**src/rtl/mux256to1_sel_pkg.sv**
```systemverilog
`default_nettype none
// ---------------------------------------------------------------------------
// mux256to1_sel_pkg : shared sizing constants and types for the bit selector
// Rev 1.0
// ---------------------------------------------------------------------------
package mux256to1_sel_pkg;

    localparam int DEF_SEL_W = 8;
    localparam int DEF_N     = 2 ** DEF_SEL_W;

    typedef logic [DEF_SEL_W-1:0] sel_t;
    typedef logic [DEF_N-1:0]     din_t;

endpackage : mux256to1_sel_pkg
`default_nettype wire

```
**src/rtl/mux256to1_sel_if.sv**
```systemverilog
`default_nettype none
// ---------------------------------------------------------------------------
// mux256to1_sel_if : data/select/result bundle for the bit selector
// Rev 1.0
// ---------------------------------------------------------------------------
interface mux256to1_sel_if
    import mux256to1_sel_pkg::*;
#(
    parameter int SEL_W = DEF_SEL_W
);
    localparam int N = 2 ** SEL_W;

    logic [N-1:0]     din;
    logic [SEL_W-1:0] sel;
    logic             dout;
    logic             dout_q;

    modport master (output din, output sel, input dout, input dout_q);
    modport slave  (input din, input sel, output dout, output dout_q);

endinterface : mux256to1_sel_if
`default_nettype wire

```
**src/rtl/mux256to1_sel_mux2_stage.sv**
```systemverilog
`default_nettype none
// ---------------------------------------------------------------------------
// mux2_stage : one tree level, picks the even or odd bit of every pair
// Rev 1.0
// ---------------------------------------------------------------------------
module mux2_stage #(
    parameter int WIDTH = 1
) (
    input  wire logic [2*WIDTH-1:0] in_i,
    input  wire logic               sel_i,
    output      logic [WIDTH-1:0]   out_o
);

    for (genvar j = 0; j < WIDTH; j++) begin : g_pair
        // Ternary keeps an X on the unselected bit from reaching the output
        assign out_o[j] = sel_i ? in_i[2*j+1] : in_i[2*j];
    end

endmodule : mux2_stage
`default_nettype wire

```
**src/rtl/mux256to1_sel.sv**
```systemverilog
`default_nettype none
// ---------------------------------------------------------------------------
// mux256to1_sel : N:1 single-bit selector built as a SEL_W-level 2:1 tree,
//                 plus a registered copy of the result. Rev 1.0
// ---------------------------------------------------------------------------
module mux256to1_sel
    import mux256to1_sel_pkg::*;
#(
    parameter int SEL_W = DEF_SEL_W
) (
    input  wire logic       clk,
    input  wire logic       reset,
    mux256to1_sel_if.slave  bus
);

    localparam int N       = 2 ** SEL_W;
    localparam int TREE_W  = 2 * N - 1;

    // All tree levels packed back to back: level k is N>>k bits wide and
    // starts at bit 2N - 2*(N>>k); the last level is the single result bit.
    logic [TREE_W-1:0] w_tree;
    logic              dout_d;
    logic              dout_q;

    assign w_tree[N-1:0] = bus.din;

    for (genvar k = 0; k < SEL_W; k++) begin : g_stage
        localparam int IN_W    = N >> k;
        localparam int OUT_W   = N >> (k + 1);
        localparam int IN_OFF  = 2 * N - 2 * IN_W;
        localparam int OUT_OFF = 2 * N - 2 * OUT_W;

        mux2_stage #(
            .WIDTH (OUT_W)
        ) u_stage (
            .in_i  (w_tree[IN_OFF +: IN_W]),
            .sel_i (bus.sel[k]),
            .out_o (w_tree[OUT_OFF +: OUT_W])
        );
    end

    assign dout_d   = w_tree[TREE_W-1];
    assign bus.dout = dout_d;

    always_ff @(posedge clk) begin
        if (reset) begin
            dout_q <= 1'b0;
        end else begin
            dout_q <= dout_d;
        end
    end

    assign bus.dout_q = dout_q;

endmodule : mux256to1_sel
`default_nettype wire

```
**src/flat_wrapper.sv**
```systemverilog
// flat-port wrapper written by rule: the top's interface ports become plain ports
module mux256to1_sel_flat import mux256to1_sel_pkg::*;
#(
    parameter int SEL_W = DEF_SEL_W
)
  (clk, reset, bus_din, bus_sel, bus_dout, bus_dout_q);
  mux256to1_sel_if #(.SEL_W(SEL_W)) bus_i ();
  input  wire logic clk;
  input  wire logic reset;
  input wire logic [$bits(bus_i.din)-1:0] bus_din;
  input wire logic [$bits(bus_i.sel)-1:0] bus_sel;
  output wire logic [$bits(bus_i.dout)-1:0] bus_dout;
  output wire logic [$bits(bus_i.dout_q)-1:0] bus_dout_q;
  assign bus_i.din = bus_din;
  assign bus_i.sel = bus_sel;
  assign bus_dout = bus_i.dout;
  assign bus_dout_q = bus_i.dout_q;
  mux256to1_sel #(.SEL_W(SEL_W)) u_core (.clk(clk), .reset(reset), .bus(bus_i));
endmodule
```
**config.mk**
```make
export PLATFORM = sky130hd
export DESIGN_NAME = mux256to1_sel_flat
export DESIGN_NICKNAME = d
export VERILOG_FILES = /design/src/rtl/mux256to1_sel_pkg.sv /design/src/rtl/mux256to1_sel_if.sv /design/src/rtl/mux256to1_sel_mux2_stage.sv /design/src/rtl/mux256to1_sel.sv /design/src/flat_wrapper.sv
export SDC_FILE = /design/constraint.sdc
export NUM_CORES = 1
export LEC_CHECK = 0
export CAP_MARGIN = 30
export CORE_AREA = 4 4 102 104
export DETAILED_ROUTE_END_ITERATION = 8
export DIE_AREA = 0 0 106 108
export PLACE_DENSITY = 0.83
export SLEW_MARGIN = 25
export SYNTH_ARGS = -nofsm -noshare
export SYNTH_HDL_FRONTEND = slang
export SYNTH_SLANG_ARGS = --single-unit
```
**constraint.sdc**
```tcl
create_clock -name clk -period 4.5 [get_ports clk]
set_input_delay 1.125 -clock clk [delete_from_list [all_inputs] [get_ports clk]]
set_output_delay 1.125 -clock clk [all_outputs]
set_load 0.005 [all_outputs]
```
Yosys cells after proc, flatten, opt, wreduce, memory -nomap -nowiden
Cells that the tools add are included.
Storage, ports and cells
  register bits: 1
  input bits: 266
  word-level logic and storage cells: 256
Operators by class
  multiplexer cells: 255
Operator list (count)
  $mux 1: 255

Logic depth before layout (Yosys ltp)
Gate-level depths: netlist of run 1.
  depth in word-level cells: 8
  depth in mapped cells: 9
  gate-level depth less buffers: 6

Hierarchy
Synthesis of run 1 repeated with hierarchy kept, for this count alone.
Unflattened totals
  cell total of the unflattened synthesis: 285
  area, all modules: 3737.3 um2
Modules (own cells, without submodules)
  mux2_stage at u_core.g_stage[0].u_stage: instances 1, cells an instance 142, area each 1619.1 um2
  mux2_stage at u_core.g_stage[1].u_stage: instances 1, cells an instance 71, area each 1077.3 um2
  mux2_stage at u_core.g_stage[2].u_stage: instances 1, cells an instance 36, area each 544.3 um2
  mux2_stage at u_core.g_stage[3].u_stage: instances 1, cells an instance 18, area each 249.0 um2
  mux2_stage at u_core.g_stage[4].u_stage: instances 1, cells an instance 9, area each 131.4 um2
  mux2_stage at u_core.g_stage[5].u_stage: instances 1, cells an instance 4, area each 45.0 um2
  mux256to1_sel: instances 1, cells an instance 2, area each 33.8 um2
  mux2_stage at u_core.g_stage[6].u_stage: instances 1, cells an instance 2, area each 22.5 um2
  mux2_stage at u_core.g_stage[7].u_stage: instances 1, cells an instance 1, area each 15.0 um2

Least setup slack after synthesis of run 1
Ideal clock, no wire load.
  kind: input-to-output
  from: input port bus_sel[0]
  to: output port bus_dout
  arrival time: 2.719 ns
  slack: 0.656 ns
  cell stages on the path: 7
  path buffers: 1
  cells stage by stage: buf_6 > mux4_1 > a22oi_1 > a31oi_1 > or4_1 > a41oi_2 > o32ai_1
Between the ends
  cells in the longest elaborated chain, start to end: 8
  elaborated cells between the ends (all ways): 255
Ends and longest elaborated chain
  start, declared: RTL line flat_wrapper.sv:11  | input wire logic [$bits(bus_i.sel)-1:0] bus_sel;
  $mux 1 (7 in a row): RTL line mux256to1_sel_mux2_stage.sv:16  | assign out_o[j] = sel_i ? in_i[2*j+1] : in_i[2*j];
  $mux 1 (*): RTL line mux256to1_sel_mux2_stage.sv:16
  end, declared: RTL line flat_wrapper.sv:12  | output wire logic [$bits(bus_i.dout)-1:0] bus_dout;
Every way passes the cells marked *; elsewhere a longest branch is shown, timed or not.

Worst setup path after layout of run 1
  from: input port bus_din[15]
  to: output port bus_dout
Between the ends
  cells in the longest elaborated chain, start to end: 8
Ends and longest elaborated chain
  start, declared: RTL line flat_wrapper.sv:10  | input wire logic [$bits(bus_i.din)-1:0] bus_din;
  $mux 1 (8 in a row): RTL line mux256to1_sel_mux2_stage.sv:16
No other way between the ends.

==> flow_summary.ini, run 1 <==
[setup_path]
required_ns = 3.38
crit_fanout = 2
crit_type = in2out
critPathArrivalTime_ns = 3.21
critical_path.startpoint_type = input pin
crit_path_end_kind = primary output

[synth]
ys.flop_type = dfxtp_1
synthCells = 201
synth_fa_ha_area_frac = 0
synth_compound_area_frac = 0.136
synth_cell_types = 40
synth_area_leaders = mux4_2 50%, mux2i_1 7.4%, mux4_1 4.6%
synth_area_leader_cell = mux4_2
syn_nets = 467
synthesis.area_sq_um = 2310
yosysMostFrequentCell = mux4_2
yosys_warnings = 0
synthXorXnorAreaFrac = 0
synth_top_family_by_area = multiplexers
ys_seq_area_frac = 0.00868
muxShareOfSynthArea = 0.661
yosys.area.top_type_share = 0.498
syn_area_per_cell_sq_um = 11.5
synth_common_cells = 51 x mux4_2, 17 x mux2i_1, 11 x nand3_1
postSynth.asyncResetShare = 0
synth_edf_count = 0
synthSimpleGateAreaFrac = 0.119
ys_ff_latch = 1

[pwr]
p_sw_frac = 0.285
p_switching_mw = 0.142
p_per_area_nw_per_um2 = 92.9
p_clk_frac = 0
peakVddDrop_v = 0.0000442
pwr-share-comb = 0.979
finalPower_mw = 0.498
p_int_mw = 0.356
p_leak_nw = 1.97
p_seq_frac = 0.021

[drt]
vias = 3121
drt_iter0_markers = 118
firstDrtPassIters = 4
drtAntennaViolNets = 0
wl_per_cell_um = 19.5
routed_wl_um = 12000
vias_per_cell = 5.05
route.detailed.drc = 0

[sta]
hold_violations = 0
tightestPinTransition_ns = 0.421
setup_viol = 0
finalCritPeriodShare = 0.963
slew_viol_final = 0
finalCriticalPeriod_ns = 4.33
fin_setup_tns_ns = 0
max_freq_mhz = 231
timing.slew.headroom = 0.712
rsz0062_at_grt = no

[global_route]
grt.met3_usage = 0.0496
overflow = 0
grt_pass1_vias = 3324
grt_max_degree = 33
grt_pass1_wl_um = 17300
grt-busiest-layer = met2
antenna_found_initial = 0
grt_use_met1 = 0.217
grt_use_met2 = 0.376
grt_usage = 0.194

[layout]
drive_above_1_share = 0.227
final_util = 0.562
largest_register = u_core.bus.dout_q
area_growth_pct = 133
nets = 753
fillerInstances = 830
top_regs = u_core.bus.dout_q x1
largest_reg_flops = 1
diodes = 0

[floorplan]
die_h_um = 108
fp.dieArea_sq_um = 11400
initial_utilization = 0.241
core.rowCount = 36
coreArea_sq_um = 9550
fp.dieW_um = 106
ios = 268

[hold_path]
hold_class = reg2out
whs_endpoint = bus_dout_q
min_from = u_core.bus.dout_q$_SDFF_PP0_
hold_path_depth = 1

[run_status]
status = finished, final reports clean

[clocking]
postCtsHoldBufs = 0
clk_pin_slew_ns = 0
cts_setup_buffers = 0

[placed_design]
hpwl_um = 11100
portBuffers = 267
gpl.final_weighted_congestion = 0.833

[run]
drv_cap = 0
## cell usage in the layout (no fill, tap or decap), types with 2 or more instances in the layout
| master | synthesis | final |
|---|---|---|
| mux4_1 | 4 | 4 |
| mux2_2 | 9 | 9 |
| a22oi_1 | 10 | 9 |
| nand3_1 | 11 | 11 |
| nor2b_1 | 8 | 8 |
| a31oi_1 | 7 | 6 |
| nand2_1 | 10 | 10 |
| nand3b_1 | 2 | 2 |
| o32ai_1 | 2 | 2 |
| nor3_1 | 4 | 4 |
| dlymetal6s2s_1 | 0 | 2 |
| nor2_1 | 10 | 10 |
| mux2i_1 | 17 | 16 |
| buf_12 | 1 | 5 |
| o21ai_0 | 2 | 2 |
| inv_1 | 3 | 3 |
| o221ai_1 | 4 | 4 |
| mux4_2 | 51 | 51 |
| clkdlybuf4s50_1 | 0 | 262 |
| o211ai_1 | 3 | 3 |
| buf_4 | 6 | 33 |
| buf_6 | 4 | 3 |
| o22ai_1 | 2 | 2 |
| nand2b_1 | 2 | 2 |
| a21oi_1 | 3 | 3 |
## critical path: stages
cell	delay [ns]
clkdlybuf4s50_1	0.41
mux4_2	0.48
mux2i_2	0.19
nor2_1	0.06
or4_4	0.51
a41oi_2	0.19
o32ai_1	0.10
clkbuf_2	0.13
## power by group through the flow
stage	Sequential (mW)	Combinational [mW]	Clock, mW
floorplan	0.0105	0.186	0
global placement	0.0103	0.480	0
detailed placement	0.0104	0.488	0
CTS	0.0104	0.491	0
global route	0.0105	0.520	0
finish	0.0104	0.488	0
## cell type report
class,count,area (sq um),share of cell area
tap,133,166,0.0310
timing repair buffer,306,3030,0.566
multi-input combinational,175,2130,0.398
inverter,3,11.3,0.00210
sequential,1,20.0,0.00373
## through the flow
| stage | hold slack, ns | instances | setup WS, ns | cell area [sq um] |
|---|---|---|---|---|
| CTS | 1.84 | 618 | 0.00640 | 5340 |
| detailed placement | 1.85 | 618 | -0.210 | 5340 |
| global placement | 1.83 | 618 | -0.186 | 5340 |
| floorplan | 1.30 | 201 | 0.656 | 2310 |
| finish | 1.84 | 618 | 0.165 | 5370 |
| global route | 1.87 | 618 | 0.0950 | 5370 |
## timing repair
item | 4_1_cts | 5_1_grt
endpoints found under the setup margin | 1 | 1
gates resized for setup | 3 | 9
pin swaps | 0 | 2
## worst max path at each step
stage / from / end
after floorplan: bus_sel[0] / bus_dout
after global placement: bus_sel[2] / bus_dout
after detailed placement: bus_din[12] / bus_dout
after CTS: bus_din[15] / bus_dout
after global routing: bus_din[74] / bus_dout
final: bus_din[15] / bus_dout
## cell families (layout without fill, tap and decap cells)
kind of cell / count (synthesis) / count (layout)
and+or+nand+nor: 53 / 53
DFF: 1 / 1
muxes: 81 / 81
AOI/OAI and AO/OA: 41 / 41
buffers and inverters: 25 / 309
## layer usage
| layer | vias up | share of wire |
|---|---|---|
| met5 | - | 0 |
| met4 | 0 | 0.018 |
| met3 | 14 | 0.093 |
| met2 | 186 | 0.53 |
| met1 | 1464 | 0.36 |
| li1 | 1457 | - |
No activity file was read; power rests on OpenSTA's default activity.
==> run 2: changes to the inputs <==
--- a/config.mk
+++ b/config.mk
@@ -6,10 +6,12 @@
 export NUM_CORES = 1
 export LEC_CHECK = 0
 export CAP_MARGIN = 30
-export CORE_AREA = 4 4 102 104
+export CELL_PAD_IN_SITES_DETAIL_PLACEMENT = 2
+export CELL_PAD_IN_SITES_GLOBAL_PLACEMENT = 2
+export CORE_AREA = 5 5 129 143
 export DETAILED_ROUTE_END_ITERATION = 8
-export DIE_AREA = 0 0 106 108
-export PLACE_DENSITY = 0.83
+export DIE_AREA = 0 0 134 148
+export PLACE_DENSITY = 0.92
 export SLEW_MARGIN = 25
 export SYNTH_ARGS = -nofsm -noshare
 export SYNTH_HDL_FRONTEND = slang
==> run 2 against run 1 <==
  * Via count grew 0.99%
  * Fmax down 0.39%
  * Routed wire length rose by 33%
  * Utilization down 23 points
  * Die area rose by 73%
  * Power is 4.6% higher
  * Sequential share of layout area hardly changed
  * Sequential power barely moved
  * First-iteration DRC count down 70%
  * Flip-flop and latch count unchanged
  * Setup slack got worse by 0.017 ns
  * Largest power group unchanged
==> flow_summary.ini, run 2 (same netlist as run 1, synthesis figures left out) <==
[layout]
top_regs = u_core.bus.dout_q x1
stdcell_area_sq_um = 5520
diodes = 0
largest_register = u_core.bus.dout_q
area_growth_pct = 140
nets = 761
final_common_cell = clkdlybuf4s50_1
drive_above_1_share = 0.245
final_cell_mix = 263 x clkdlybuf4s50_1, 51 x mux4_2, 43 x buf_4, 16 x mux2i_1, 11 x nand3_1
largest_reg_flops = 1

[setup_path]
critical_path.startpoint_type = input pin
crit_type = in2out
required_ns = 3.38
crit_fanout = 2
crit_path_end_kind = primary output
critPathArrivalTime_ns = 3.23

[floorplan]
fp.dieArea_sq_um = 19800
core.rowCount = 50
fp.dieW_um = 134
initial_utilization = 0.137
coreArea_sq_um = 16800
die_h_um = 148
ios = 268

[global_route]
grt_pass1_wl_um = 23600
grt_usage = 0.152
grt_pass1_vias = 3916
overflow = 0
grt_max_degree = 30
antenna_found_initial = 0

[placed_design]
portBuffers = 267
hpwl_um = 14700
placed_cell_area_sq_um = 5490
dp_slack_ns = -0.287
gpl.final_weighted_congestion = 0.821

[sta]
timing.slew.headroom = 0.708
max_freq_mhz = 230
slew_viol_final = 0
finalCritPeriodShare = 0.967
setup_slack_ns = 0.149
setup_viol = 0
finalCriticalPeriod_ns = 4.35
tightestPinTransition_ns = 0.426
hold_violations = 0
rsz0062_at_grt = no

[hold_path]
hold_path_depth = 1
hold_class = reg2out
whs_endpoint = bus_dout_q
min_from = u_core.bus.dout_q$_SDFF_PP0_

[pwr]
p_per_area_nw_per_um2 = 94.4
peakVddDrop_v = 0.0000276
p_leak_nw = 1.99

[clocking]
clk_pin_slew_ns = 0
postCtsHoldBufs = 0

[drt]
vias_per_cell = 4.50
drt_iter0_markers = 35
vias = 3152
firstDrtPassIters = 4
drtAntennaViolNets = 0
route.detailed.drc = 0
wl_per_cell_um = 22.8
routed_wl_um = 16000

[run_status]
status = finished, final reports clean

[run]
drv_cap = 0
## run 2: how the worst max path moves through the flow
stage | slack [ns] | startpoint | to
6_report | 0.15 | bus_din[89] | bus_dout
3_3_place_gp | -0.28 | bus_din[31] | bus_dout
2_1_floorplan | 0.66 | bus_sel[0] | bus_dout
5_1_grt | 0.02 | bus_din[89] | bus_dout
4_1_cts | 0.01 | bus_din[13] | bus_dout
3_5_place_dp | -0.29 | bus_din[89] | bus_dout
## run 2: cell type report
class	count	area [sq um]
fill	1826	11300
inverter	3	11.3
multi-input combinational	175	2150
sequential	1	20.0
tap	208	260
timing repair buffer	314	3090
## run 2: power by group
group | internal, mW | total (mW) | switching [mW]
sequential | 0.0101 | 0.0104 | 0.000270
clock | 0 | 0 | 0
combinational | 0.354 | 0.511 | 0.156
total | 0.365 | 0.521 | 0.157
## run 2: stage by stage
stage               utilization  cells  total power [mW]  setup TNS [ns]  hold WS [ns]
global route              0.328    701             0.556               0          1.88
CTS                       0.327    700             0.531               0          1.86
detailed placement        0.326    700             0.526          -0.287          1.85
global placement          0.326    700             0.510          -0.275          1.83
finish                    0.328    701             0.521               0          1.86
floorplan                     -    201             0.197               0          1.30
## run 2: worst max-delay path: stages
cell	delay (ns)
clkdlybuf4s50_1	0.42
mux4_2	0.47
a22oi_2	0.21
a31oi_2	0.12
or4_4	0.44
a41oi_2	0.20
o32ai_1	0.10
clkbuf_2	0.14
## run 2: timing repair
action,4_1_cts,5_1_grt
pin swaps,1,2
gates resized for setup,6,4
endpoints found under the setup margin,1,1
buffers inserted,0,1
endpoints found under the hold margin,0,0
## run 2: per-layer routing
metal	vias up	global-route usage	routed length (um)
met2	161	0.303	8670
met4	0	0.0149	175
li1	1471	-	-
met3	12	0.0306	1190
met5	-	0	0
met1	1508	0.170	5970
==> run 3: changes to the inputs <==
--- a/config.mk
+++ b/config.mk
@@ -12,6 +12,7 @@
 export DETAILED_ROUTE_END_ITERATION = 8
 export DIE_AREA = 0 0 134 148
 export PLACE_DENSITY = 0.92
+export SKIP_CTS_REPAIR_TIMING = 1
 export SLEW_MARGIN = 25
 export SYNTH_ARGS = -nofsm -noshare
 export SYNTH_HDL_FRONTEND = slang
==> run 3 against run 2 <==
  * Utilization shrank 0.060 points
  * Routed wire length rose by 0.17%
  * Setup slack lost 0.061 ns
  * Via count rose by 0.44%
  * Largest power group unchanged
  * Critical endpoint unchanged
  * Power down 0.21%
  * Global-route usage about the same
  * Cell area decreased by 0.18%
  * Combinational power is essentially flat
  * Sequential share of layout area about the same
  * Highest routed layer unchanged
  * Cell count is 0.14% lower
  * Flip-flop and latch count unchanged
==> flow_summary.ini, run 3 (same netlist as run 1, synthesis figures left out) <==
[run_status]
status = finished, final reports clean

[pwr]
pwr-share-comb = 0.980
p_seq_frac = 0.020
p_leak_nw = 2.00
peakVddDrop_v = 0.0000276
p_switching_mw = 0.156
p_per_area_nw_per_um2 = 94.3
p_int_mw = 0.364
p_sw_frac = 0.301
p_clk_frac = 0

[layout]
diodes = 0
top_regs = u_core.bus.dout_q x1
largest_reg_flops = 1
largest_register = u_core.bus.dout_q
drive_above_1_share = 0.238
final_common_cell = clkdlybuf4s50_1
area_growth_pct = 139
nets = 760
final_cell_mix = 263 x clkdlybuf4s50_1, 51 x mux4_2, 42 x buf_4, 17 x mux2i_1, 11 x nand3_1
stdcell_area_sq_um = 5510
instances_no_fill = 700

[setup_path]
critical-path-top-delay-family = multiplexers
critPathArrivalTime_ns = 3.29
required_ns = 3.38
critPathCapture = bus_dout
critPathBufInv = 2
crit_chain = clkdlybuf4s50_1 > mux4_2 > mux2i_1 > nor2_1 > or4_4 > a41oi_2 > o32ai_1 > dlymetal6s2s_1
critical_path.startpoint_type = input pin
crit_path_end_kind = primary output
cpPeakStageDelay_ns = 0.53
crit_type = in2out
cp_slowest_cell = or4_4
crit_fanout = 2
crit_cells = 8
startpoint = bus_din[29]

[global_route]
grt_max_degree = 30
grt_usage = 0.152
overflow = 0
grt_pass1_vias = 3916
antenna_found_initial = 0
grt_pass1_wl_um = 23500

[drt]
drt_iter0_markers = 26
route.detailed.drc = 0
firstDrtPassIters = 4
wl_per_cell_um = 22.9
vias = 3166
vias_per_cell = 4.52
routed_wl_um = 16000
drtAntennaViolNets = 0

[placed_design]
portBuffers = 267
dp.cells = 700
hpwl_um = 14700
gpl.final_weighted_congestion = 0.821
placed_cell_area_sq_um = 5490

[sta]
finalCriticalPeriod_ns = 4.41
slew_viol_final = 0
hold_violations = 0
finalCritPeriodShare = 0.981
max_freq_mhz = 227
setup_viol = 0
timing.slew.headroom = 0.709
tightestPinTransition_ns = 0.425

[floorplan]
coreArea_sq_um = 16800
die_h_um = 148
core.rowCount = 50
ios = 268
initial_utilization = 0.137
fp.dieArea_sq_um = 19800
fp.dieW_um = 134

[hold_path]
hold_class = reg2out
hold_path_depth = 1

[run]
drv_cap = 0

[clocking]
clk_pin_slew_ns = 0
==> run 3: final cells by class <==
class | instances | area (sq um)
Multi-Input combinational cell | 175 | 2140
Inverter | 3 | 11.3
Fill cell | 1830 | 11300
Sequential cell | 1 | 20.0
Timing Repair Buffer | 313 | 3090
Tap cell | 208 | 260
==> run 3: how the worst min path moves through the flow <==
stage | startpoint | to | slack [ns]
finish | u_core.bus.dout_q$_SDFF_PP0_ | bus_dout_q | 1.86
global placement | u_core.bus.dout_q$_SDFF_PP0_ | bus_dout_q | 1.83
global route | u_core.bus.dout_q$_SDFF_PP0_ | bus_dout_q | 1.88
CTS | u_core.bus.dout_q$_SDFF_PP0_ | bus_dout_q | 1.86
detailed placement | u_core.bus.dout_q$_SDFF_PP0_ | bus_dout_q | 1.85
floorplan | bus_sel[5] | u_core.bus.dout_q$_SDFF_PP0_ | 1.30
==> run 3: metrics by stage <==
stage / util / total power [mW] / setup slack (ns) / TNS, ns / hold slack (ns)
3_5_place_dp: 0.326 / 0.526 / -0.287 / -0.287 / 1.85
2_1_floorplan: - / 0.197 / 0.656 / 0 / 1.30
4_1_cts: 0.326 / 0.528 / -0.292 / -0.292 / 1.86
5_1_grt: 0.328 / 0.554 / -0.00249 / -0.00249 / 1.88
3_3_place_gp: 0.326 / 0.510 / -0.275 / -0.275 / 1.83
6_report: 0.328 / 0.520 / 0.0877 / 0 / 1.86
==> run 3: routing by layer <==
layer / vias to the layer above / routed length (um) / track usage
met5: - / 0 / 0
met4: 0 / 234 / 0.0195
met3: 14 / 1160 / 0.0283
met2: 167 / 8640 / 0.301
met1: 1516 / 6000 / 0.171
li1: 1469 / - / -
==> run 3: power groups by stage <==
stage               logic (mW)  registers (mW)  clock network (mW)
finish                   0.510          0.0104                   0
global route             0.543          0.0106                   0
CTS                      0.518          0.0104                   0
detailed placement       0.516          0.0103                   0
global placement         0.500          0.0103                   0
floorplan                0.186          0.0105                   0
